===== config.mk =====
export PLATFORM = sky130hd
export DESIGN_NAME = pwm_deadtime_gen_flat
export DESIGN_NICKNAME = d
export VERILOG_FILES = /design/src/rtl/pwm_deadtime_gen_if.sv /design/src/rtl/pwm_deadtime_gen.sv /design/src/flat_wrapper.sv
export SDC_FILE = /design/constraint.sdc
export NUM_CORES = 1
export LEC_CHECK = 0
export CORE_MARGIN = 2
export CORE_UTILIZATION = 44
export DETAILED_ROUTE_END_ITERATION = 8
export PLACE_DENSITY = 0.67
export SYNTH_ARGS = -nofsm -noshare
export SYNTH_HDL_FRONTEND = slang
export SYNTH_SLANG_ARGS = --single-unit
export TNS_END_PERCENT = 10

===== constraint.sdc =====
create_clock -name clk -period 2.7 [get_ports clk]
set_input_delay 0.81 -clock clk [delete_from_list [all_inputs] [get_ports clk]]
set_output_delay 0.81 -clock clk [all_outputs]
set_load 0.01 [all_outputs]

===== src/rtl/pwm_deadtime_gen_if.sv =====
// Shadow-load bus for the dead-time PWM stage.
// The host drives the compare/dead-time values and the load strobe; the stage reports pending/ack.
interface pwm_deadtime_gen_if #(
    parameter int WIDTH    = 16,
    parameter int DT_WIDTH = 8
);
    logic [WIDTH-1:0]    cmp_in;
    logic [DT_WIDTH-1:0] dt_in;
    logic                load;
    logic                pending;
    logic                load_ack;

    modport master (output cmp_in, dt_in, load, input pending, load_ack);
    modport slave  (input cmp_in, dt_in, load, output pending, load_ack);
endinterface


===== src/rtl/pwm_deadtime_gen.sv =====
// Center-aligned complementary PWM with valley-synchronous shadow loading
// and programmable dead time between the high-side and low-side drives.
module pwm_deadtime_gen #(
    parameter int WIDTH    = 16,
    parameter int DT_WIDTH = 8
) (
    input  logic              clk,
    input  logic              reset,
    input  logic [WIDTH-1:0]  count,
    input  logic              up_down,
    input  logic              enable,
    pwm_deadtime_gen_if.slave ld,
    output logic              pwm_hi,
    output logic              pwm_lo
);
    typedef struct packed {
        logic [WIDTH-1:0]    cmp;
        logic [DT_WIDTH-1:0] dt;
    } cfg_t;

    typedef enum logic [2:0] {OFF, DT_TO_HI, HI_ON, DT_TO_LO, LO_ON} state_t;

    cfg_t                shadow, active;
    logic                pending_q, ack_q;
    logic                dir_q, raw_q;
    logic                apply;
    state_t              state, nxt;
    logic [DT_WIDTH-1:0] dt_cnt;
    logic                from_off;
    logic                in_dt, dt_zero;

    assign apply       = (~dir_q & up_down) | ~enable;
    assign ld.pending  = pending_q;
    assign ld.load_ack = ack_q;
    assign in_dt       = (state == DT_TO_HI) || (state == DT_TO_LO);
    assign dt_zero     = (active.dt == '0);

    // Shadow/active configuration; the active set only changes at a valley or while disabled.
    always_ff @(posedge clk or negedge reset) begin
        if (!reset) begin
            shadow    <= '0;
            active    <= '{cmp: '0, dt: '1};
            pending_q <= 1'b0;
            ack_q     <= 1'b0;
            dir_q     <= 1'b0;
            raw_q     <= 1'b0;
        end else begin
            dir_q <= up_down;
            raw_q <= enable && (count < active.cmp);
            ack_q <= apply && pending_q;
            if (apply && pending_q)
                active <= shadow;
            if (ld.load) begin
                shadow    <= '{cmp: ld.cmp_in, dt: ld.dt_in};
                pending_q <= 1'b1;
            end else if (apply) begin
                pending_q <= 1'b0;
            end
        end
    end

    // A gap entered from OFF has no side to fall back to, so it just runs out its
    // count and lands on whichever side the demand asks for at that point.
    always_comb begin
        nxt = state;
        if (!enable) begin
            nxt = OFF;
        end else begin
            case (state)
                OFF:      if (raw_q) nxt = dt_zero ? HI_ON : DT_TO_HI;
                          else       nxt = dt_zero ? LO_ON : DT_TO_LO;
                HI_ON:    if (!raw_q) nxt = dt_zero ? LO_ON : DT_TO_LO;
                LO_ON:    if (raw_q)  nxt = dt_zero ? HI_ON : DT_TO_HI;
                DT_TO_LO: if (raw_q && !from_off) nxt = HI_ON;
                          else if (dt_cnt == '0)  nxt = raw_q ? HI_ON : LO_ON;
                          else                    nxt = raw_q ? DT_TO_HI : DT_TO_LO;
                DT_TO_HI: if (!raw_q && !from_off) nxt = LO_ON;
                          else if (dt_cnt == '0)   nxt = raw_q ? HI_ON : LO_ON;
                          else                     nxt = raw_q ? DT_TO_HI : DT_TO_LO;
                default:  nxt = OFF;
            endcase
        end
    end

    always_ff @(posedge clk or negedge reset) begin
        if (!reset) begin
            state    <= OFF;
            pwm_hi   <= 1'b0;
            pwm_lo   <= 1'b0;
            dt_cnt   <= '0;
            from_off <= 1'b0;
        end else begin
            state  <= nxt;
            pwm_hi <= (nxt == HI_ON);
            pwm_lo <= (nxt == LO_ON);
            // Counter preloads with dt-1 so the gap lasts exactly dt cycles.
            if (!in_dt) begin
                dt_cnt   <= active.dt - 1'b1;
                from_off <= (state == OFF);
            end else begin
                dt_cnt <= dt_cnt - 1'b1;
            end
        end
    end
endmodule


===== src/flat_wrapper.sv =====
// flat-port wrapper written by rule: the top's interface ports become plain ports
module pwm_deadtime_gen_flat 
#(
    parameter int WIDTH    = 16,
    parameter int DT_WIDTH = 8
)
  (clk, reset, count, up_down, enable, pwm_hi, pwm_lo, ld_cmp_in, ld_dt_in, ld_load, ld_pending, ld_load_ack);
  pwm_deadtime_gen_if #(.WIDTH(WIDTH), .DT_WIDTH(DT_WIDTH)) ld_i ();
  input  logic clk;
  input  logic reset;
  input  logic [WIDTH-1:0] count;
  input  logic up_down;
  input  logic enable;
  output logic pwm_hi;
  output logic pwm_lo;
  input wire logic [$bits(ld_i.cmp_in)-1:0] ld_cmp_in;
  input wire logic [$bits(ld_i.dt_in)-1:0] ld_dt_in;
  input wire logic [$bits(ld_i.load)-1:0] ld_load;
  output wire logic [$bits(ld_i.pending)-1:0] ld_pending;
  output wire logic [$bits(ld_i.load_ack)-1:0] ld_load_ack;
  assign ld_i.cmp_in = ld_cmp_in;
  assign ld_i.dt_in = ld_dt_in;
  assign ld_i.load = ld_load;
  assign ld_pending = ld_i.pending;
  assign ld_load_ack = ld_i.load_ack;
  pwm_deadtime_gen #(.WIDTH(WIDTH), .DT_WIDTH(DT_WIDTH)) u_core (.clk(clk), .reset(reset), .count(count), .up_down(up_down), .enable(enable), .ld(ld_i), .pwm_hi(pwm_hi), .pwm_lo(pwm_lo));
endmodule

==> impl_metrics.json <==
{
  "outcome": "finished, final reports clean",
  "final_max_slew_viol_count": 0,
  "synth_edf_count": 0,
  "worst-endpoint-arrival_ns": 2.63,
  "intPower_w": 0.00231,
  "wl_per_cell_microns": 13.6,
  "seq_power_share_pct": 42.5,
  "syn2layout_area_growth_pct": 27.3,
  "yosys_warnings": 0,
  "htree_levels": 3,
  "die_y_microns": 88.8,
  "ff2ff_path_depth": 8,
  "cts_root_buf": "clkbuf_8",
  "relSlewSlack_pct": 68.6,
  "dpl.cell_count": 417,
  "grt_use_met1_pct": 21.1,
  "antenna_found_initial": 0,
  "yosys.cell_types.count": 38,
  "post_cts_resized": 0,
  "final_nets": 395,
  "first_pass_iters": 4,
  "r2r_slack_ns": 0.33,
  "grt_pass1_wl_microns": 10100,
  "dp_worst_setup_slack_ns": 0.100,
  "cp-end-kind": "register",
  "cts_tree": "built",
  "clock_latency_ns": 0.34,
  "pin_count": 49,
  "critPathKind": "register to register",
  "required_ns": 2.95,
  "critPathMaxFanout": 4,
  "viasPerCell": 4.96,
  "fin_crit_sh_pct": 87.9,
  "fin_ws_ns": 0.327,
  "synthFlopType": "dfrtp_1",
  "pwr-share-comb_pct": 25.3,
  "gp_congestion": 0.825,
  "final_cells": 433,
  "clkSinkCount": 66,
  "final_layout_size_suffix_gt1_share_pct": 20.8,
  "dp_hpwl_microns": 4180,
  "async_flop_share_pct": 100,
  "hold_buffers": 0,
  "antenna_left": 0,
  "drt_iter0_markers": 133,
  "p_per_area_nw_per_um2": 807,
  "cts_buffers": 9,
  "max-clock-path-buffers": 2,
  "use_met2_pct": 27.8,
  "syn_avg_cell_area_sq_um": 11.4,
  "worst_pin_slew_ns": 0.471,
  "hold_path.class": "input port to asynchronous set/reset pin",
  "max-vdd-ir-drop_v": 0.000384,
  "io_buffer_count": 48,
  "maxCapViolations": 0,
  "core_sq_um": 6870,
  "final_common_cell": "dfrtp_1",
  "start_util_pct": 46.0,
  "ys_seq_elements": 66,
  "grt_pass1_vias": 2278,
  "rows": 30,
  "swShare_pct": 29.0,
  "synthCells": 278,
  "power_w": 0.00325,
  "grtUsageMet3_pct": 4.20,
  "synth_area_sq_um": 3160,
  "power_switching_w": 0.000942,
  "grt-busiest-layer": "met2",
  "post-cts-setup-buffers": 0,
  "clkPwrFrac_pct": 32.1,
  "fin_tns_setup_ns": 0,
  "fin_crit_ns": 2.37,
  "vias": 2147,
  "ys_seq_area_share_pct": 52.6,
  "report.final.hold_viol_count": 0,
  "syn-num-nets": 341,
  "antenna_cells": 0,
  "cts.clk_slew.worst_paths_ns": 0.08,
  "leakagePower_nw": 1.75,
  "setup_violations": 0,
  "skew_ns": 0.0108,
  "r2r_start": "u_core.active[4]$_DFFE_PN1P_",
  "die_w_microns": 88.8,
  "worstSetupStartpointType": "register",
  "gr-total-overflow": 0,
  "dieArea_sq_um": 7880,
  "final_cell_mix": "dfrtp_1 (58), clkdlybuf4s50_1 (47), mux2_2 (34)",
  "r2r_end": "u_core.pwm_lo$_DFF_PN0_",
  "grt_max_degree": 48,
  "fmax_ghz": 0.421,
  "rsz0062_at_grt": "false",
  "routed_wl_microns": 5890,
  "grt.total_usage_pct": 17.0,
  "drc": 0
}
## metal layers
metal	wire [microns]	part of all wire (%)	up-vias
li1	-	-	1069
met1	2650	45	1026
met2	2900	49	41
met3	235	4.0	11
met4	99	1.7	0
met5	0	0	-
## critical path, stage by stage (launching register included)
cell	delay, ns
dfstp_2	0.39
or4_4	0.55
or3_1	0.38
inv_1	0.07
ha_1	0.21
nand2b_1	0.06
a21boi_0	0.08
nor3_1	0.33
nor3b_1	0.22
## synthesized netlist by cell type, types with 3 or more instances
master / number / share of area, %
dfrtp_1: 58 / 46
mux2_2: 34 / 12
o21ai_0: 25 / 4.0
inv_1: 20 / 2.4
nand2_1: 20 / 2.4
ha_1: 18 / 7.1
nor2_1: 16 / 1.9
clkbuf_1: 10 / 1.2
a21oi_1: 9 / 1.4
dfstp_2: 8 / 6.6
nor3_1: 8 / 1.3
mux2i_1: 7 / 2.2
xnor2_1: 6 / 1.7
nand2b_1: 4 / 0.79
nor3b_1: 3 / 0.71
nor4_1: 3 / 0.59
xor2_1: 3 / 0.83
## cell type report
| type | instances | area, sq um |
|---|---|---|
| multi-input cells | 180 | 1380 |
| flip-flops and latches | 66 | 1660 |
| clock inverters | 4 | 97.6 |
| well taps | 96 | 120 |
| repair buffers | 55 | 541 |
| clock buffers | 12 | 155 |
| inverters | 20 | 75.1 |
| fillers | 571 | 2840 |
## power by group through the flow
stage          combinational, W  clock [W]  sequential, W
2_1_floorplan          0.000623          0        0.00134
4_1_cts                0.000837    0.00106        0.00138
5_1_grt                0.000927    0.00111        0.00142
3_3_place_gp           0.000810          0        0.00139
3_5_place_dp           0.000829          0        0.00140
6_report               0.000823    0.00104        0.00138
## through the flow
step | util (%) | hold slack (ns) | area (sq um)
after floorplan | - | 0.446 | 3160
after global placement | 54.9 | 0.459 | 3770
after detailed placement | 54.9 | 0.468 | 3770
after CTS | 58.6 | 0.423 | 4030
after global routing | 58.6 | 0.449 | 4030
final | 58.6 | 0.421 | 4030
## kinds of logic (layout without fill, tap and decap cells)
group | Yosys count | after routing | share of synthesized area, %
simple gates | 66 | 66 | 10.2
compound gates | 46 | 46 | 9.18
mux | 41 | 41 | 14.3
xor+xnor | 9 | 9 | 2.49
fa+ha+maj | 18 | 18 | 7.12
flops | 66 | 66 | 52.6
buf+inv | 32 | 91 | 4.08
## state kept, by name (all words and copies together) (netlist names)
signal / count
u_core.active: 24
u_core.shadow: 24
u_core.dt_cnt: 8
u_core.state: 3
u_core.dir_q: 1
u_core.from_off: 1
u_core.ld.load_ack: 1
u_core.ld.pending: 1
u_core.pwm_hi: 1
u_core.pwm_lo: 1
u_core.raw_q: 1
## how the worst max path moves through the flow
stage / startpoint / to / slack [ns]
3_3_place_gp: count[1] / u_core.raw_q$_DFF_PN0_ / 0.13
2_1_floorplan: u_core.active[4]$_DFFE_PN1P_ / u_core.pwm_lo$_DFF_PN0_ / 0.40
4_1_cts: u_core.active[4]$_DFFE_PN1P_ / u_core.pwm_lo$_DFF_PN0_ / 0.32
6_report: u_core.active[4]$_DFFE_PN1P_ / u_core.pwm_lo$_DFF_PN0_ / 0.33
5_1_grt: u_core.dt_cnt[4]$_DFF_PN0_ / u_core.pwm_lo$_DFF_PN0_ / 0.08
3_5_place_dp: count[1] / u_core.raw_q$_DFF_PN0_ / 0.10
Note: power is estimated with default switching activity, not from simulation.
==> variant: new RTL, same flow settings <==
Make the reset (`reset`) synchronous in 2 clocked blocks.
--- a/src/rtl/pwm_deadtime_gen.sv
+++ b/src/rtl/pwm_deadtime_gen.sv
@@ -36,7 +36,7 @@
     assign dt_zero     = (active.dt == '0);
 
     // Shadow/active configuration; the active set only changes at a valley or while disabled.
-    always_ff @(posedge clk or negedge reset) begin
+    always_ff @(posedge clk) begin
         if (!reset) begin
             shadow    <= '0;
             active    <= '{cmp: '0, dt: '1};
@@ -82,7 +82,7 @@
         end
     end
 
-    always_ff @(posedge clk or negedge reset) begin
+    always_ff @(posedge clk) begin
         if (!reset) begin
             state    <= OFF;
             pwm_hi   <= 1'b0;
Check against the original RTL: differs if reset is asserted again (counterexample within 4 cycles, from zero or initial values and one cycle with reset low); with reset held inactive, the same outputs for 10 cycles.
==> variant against the unedited design <==
- clock skew is 0.0054 ns lower
- global-route usage is 1.2 points higher
- critical path type unchanged
- sequential cell count stayed put
- count of clock-buffer cells in the layout is 2 lower
- area after synthesis is 2.3% lower
- final area is 3.4% lower
- setup slack better by 0.23 ns
- first-iteration DRC count is 49% lower
- synthesized cell count is 30% higher
- sequential share of layout area is 7.3 points lower
- routed wire length is 12% higher
Power is not compared: it rests on default switching activity, and its combinational part moved more than twofold at a synthesized area within 25%.
==> variant: results (changes against the unedited design) <==
Placed design
The post-DP HPWL is 4700 um (+12%). The worst setup slack after placement is 0.351 ns (+0.251 ns).

Synthesis
Ranked by total cell area, the synthesized netlist is headed by sky130_fd_sc_hd__dfxtp_1 (43%), sky130_fd_sc_hd__mux2i_1 (12%), sky130_fd_sc_hd__ha_1 (7.3%). The post-synthesis cell type count is 44 (+16%). The total nets after synthesis is 424 (+24%).

In the synthesized netlist, the cells that appear most often are sky130_fd_sc_hd__dfxtp_1 (66), sky130_fd_sc_hd__nand2_1 (56), sky130_fd_sc_hd__nor2_1 (43). The post-synthesis async set-or-reset flop share was 0% (-100 points). The sequential area share after synthesis came to 42.8% (-9.8 points).

Drt
The number of DRC violations after detailed-routing iteration 0 is 68 (-49%). The post-route met1 wirelength is 3300 um (+25%). The total length of routed met2 wires came to 2900 um (-0.21%). The per-cell via count in the routed design is 5.07 (+2.2%).

The length of routed met3 wiring is 245 um (+4.3%). The routed length per placed instance came to 12.9 um (-5.1%).

Finish
The inverter count of the layout excluding clock inverters came to 21 (+5.0%). The layout cell share with drive strength beyond 1 was 7.75% (-13 points). The total number of sequential cells is 66 (unchanged). The non-clock buffering overhead in the final layout is 14.2% (+0.79 points). The count of filler cells inserted in the layout was 627 (+9.8%). The multi-input logic area is 1610 um^2 (+17%).

The storage element area is 1320 um^2 (-20%). The relative area of clock buffers and inverters in the final design is 5.21% (-1.1 points). The number of combinational gates with multiple inputs is 254 (+41%).

The number of signal-net buffers in the layout is 56 (+1.8%).

STA
The relative slew slack is 65.8% (-2.8 points). The worst clock skew is 0.00537 ns (-0.00545 ns).

Global routing
The via count of the first global-routing pass came to 2399 (+5.3%). The wire length of the first global-routing pass is 11000 um (+8.4%). The total routing usage reported by global routing is 18.2% (+1.2 points).

Worst setup path
The launch point of the worst reg-to-reg path is u_core.state[0]. The worst reg-to-reg path cell count is 7 (-1). The end of the critical path is u_core.dt_cnt[6]. The critical path's slowest cell is sky130_fd_sc_hd__dfxtp_1.

The dominant delay contributor by cell family on the critical path is flip-flops. The highest net fanout along the worst path is 12 (+8).

Hold path
The kind of path behind the tightest hold check is flop to flop.

Outcome
The flow ran to the end, and the final reports show no timing, DRC or antenna violations.
==> variant: changes by cell type after synthesis, moves of 7 or more <==
cell / change
sky130_fd_sc_hd__o21ai_0: -14
sky130_fd_sc_hd__nand2_1: +36
sky130_fd_sc_hd__dfxtp_1: +66
sky130_fd_sc_hd__dfrtp_1: -58
sky130_fd_sc_hd__mux2i_1: +29
sky130_fd_sc_hd__mux2_2: -32
sky130_fd_sc_hd__dfstp_2: -8
sky130_fd_sc_hd__a21oi_1: +13
sky130_fd_sc_hd__nor2_1: +27
sky130_fd_sc_hd__clkbuf_1: +7
==> variant: through the flow <==
step / hold WS, ns / cell area [um^2] / power (mW) / utilization, % / cells
final: 0.455 / 3890 / 2.23 / 57.2 / 509
after global routing: 0.472 / 3890 / 2.34 / 57.2 / 509
after CTS: 0.453 / 3890 / 2.25 / 57.2 / 509
after detailed placement: 0.443 / 3690 / 1.41 / 54.3 / 493
after global placement: 0.441 / 3690 / 1.40 / 54.3 / 493
after floorplan: 0.431 / 3090 / 1.28 / - / 361
==> variant: power by group through the flow <==
stage	logic, mW	registers (mW)	clock network, mW
after floorplan	0.200	1.08	0
after detailed placement	0.310	1.10	0
after CTS	0.313	1.08	0.860
after global placement	0.303	1.10	0
after global routing	0.347	1.09	0.901
final	0.309	1.08	0.844
==> variant: cell families after synthesis <==
kind of cell | count (synthesis) | share of synthesized area, %
AO/OA/AOI/OAI | 54 | 10.9
multiplexers | 38 | 12.4
buffers and inverters | 41 | 5.06
flip-flops | 66 | 42.8
XOR/XNOR | 2 | 0.567
AND/OR/NAND/NOR | 142 | 21.0
adder cells (fa/ha/maj) | 18 | 7.29
==> variant: per-layer routing <==
metal	vias up	GRT usage, %
met5	-	0
met4	0	8.67
met3	13	2.92
met2	56	28.5
met1	1189	24.5
li1	1321	-
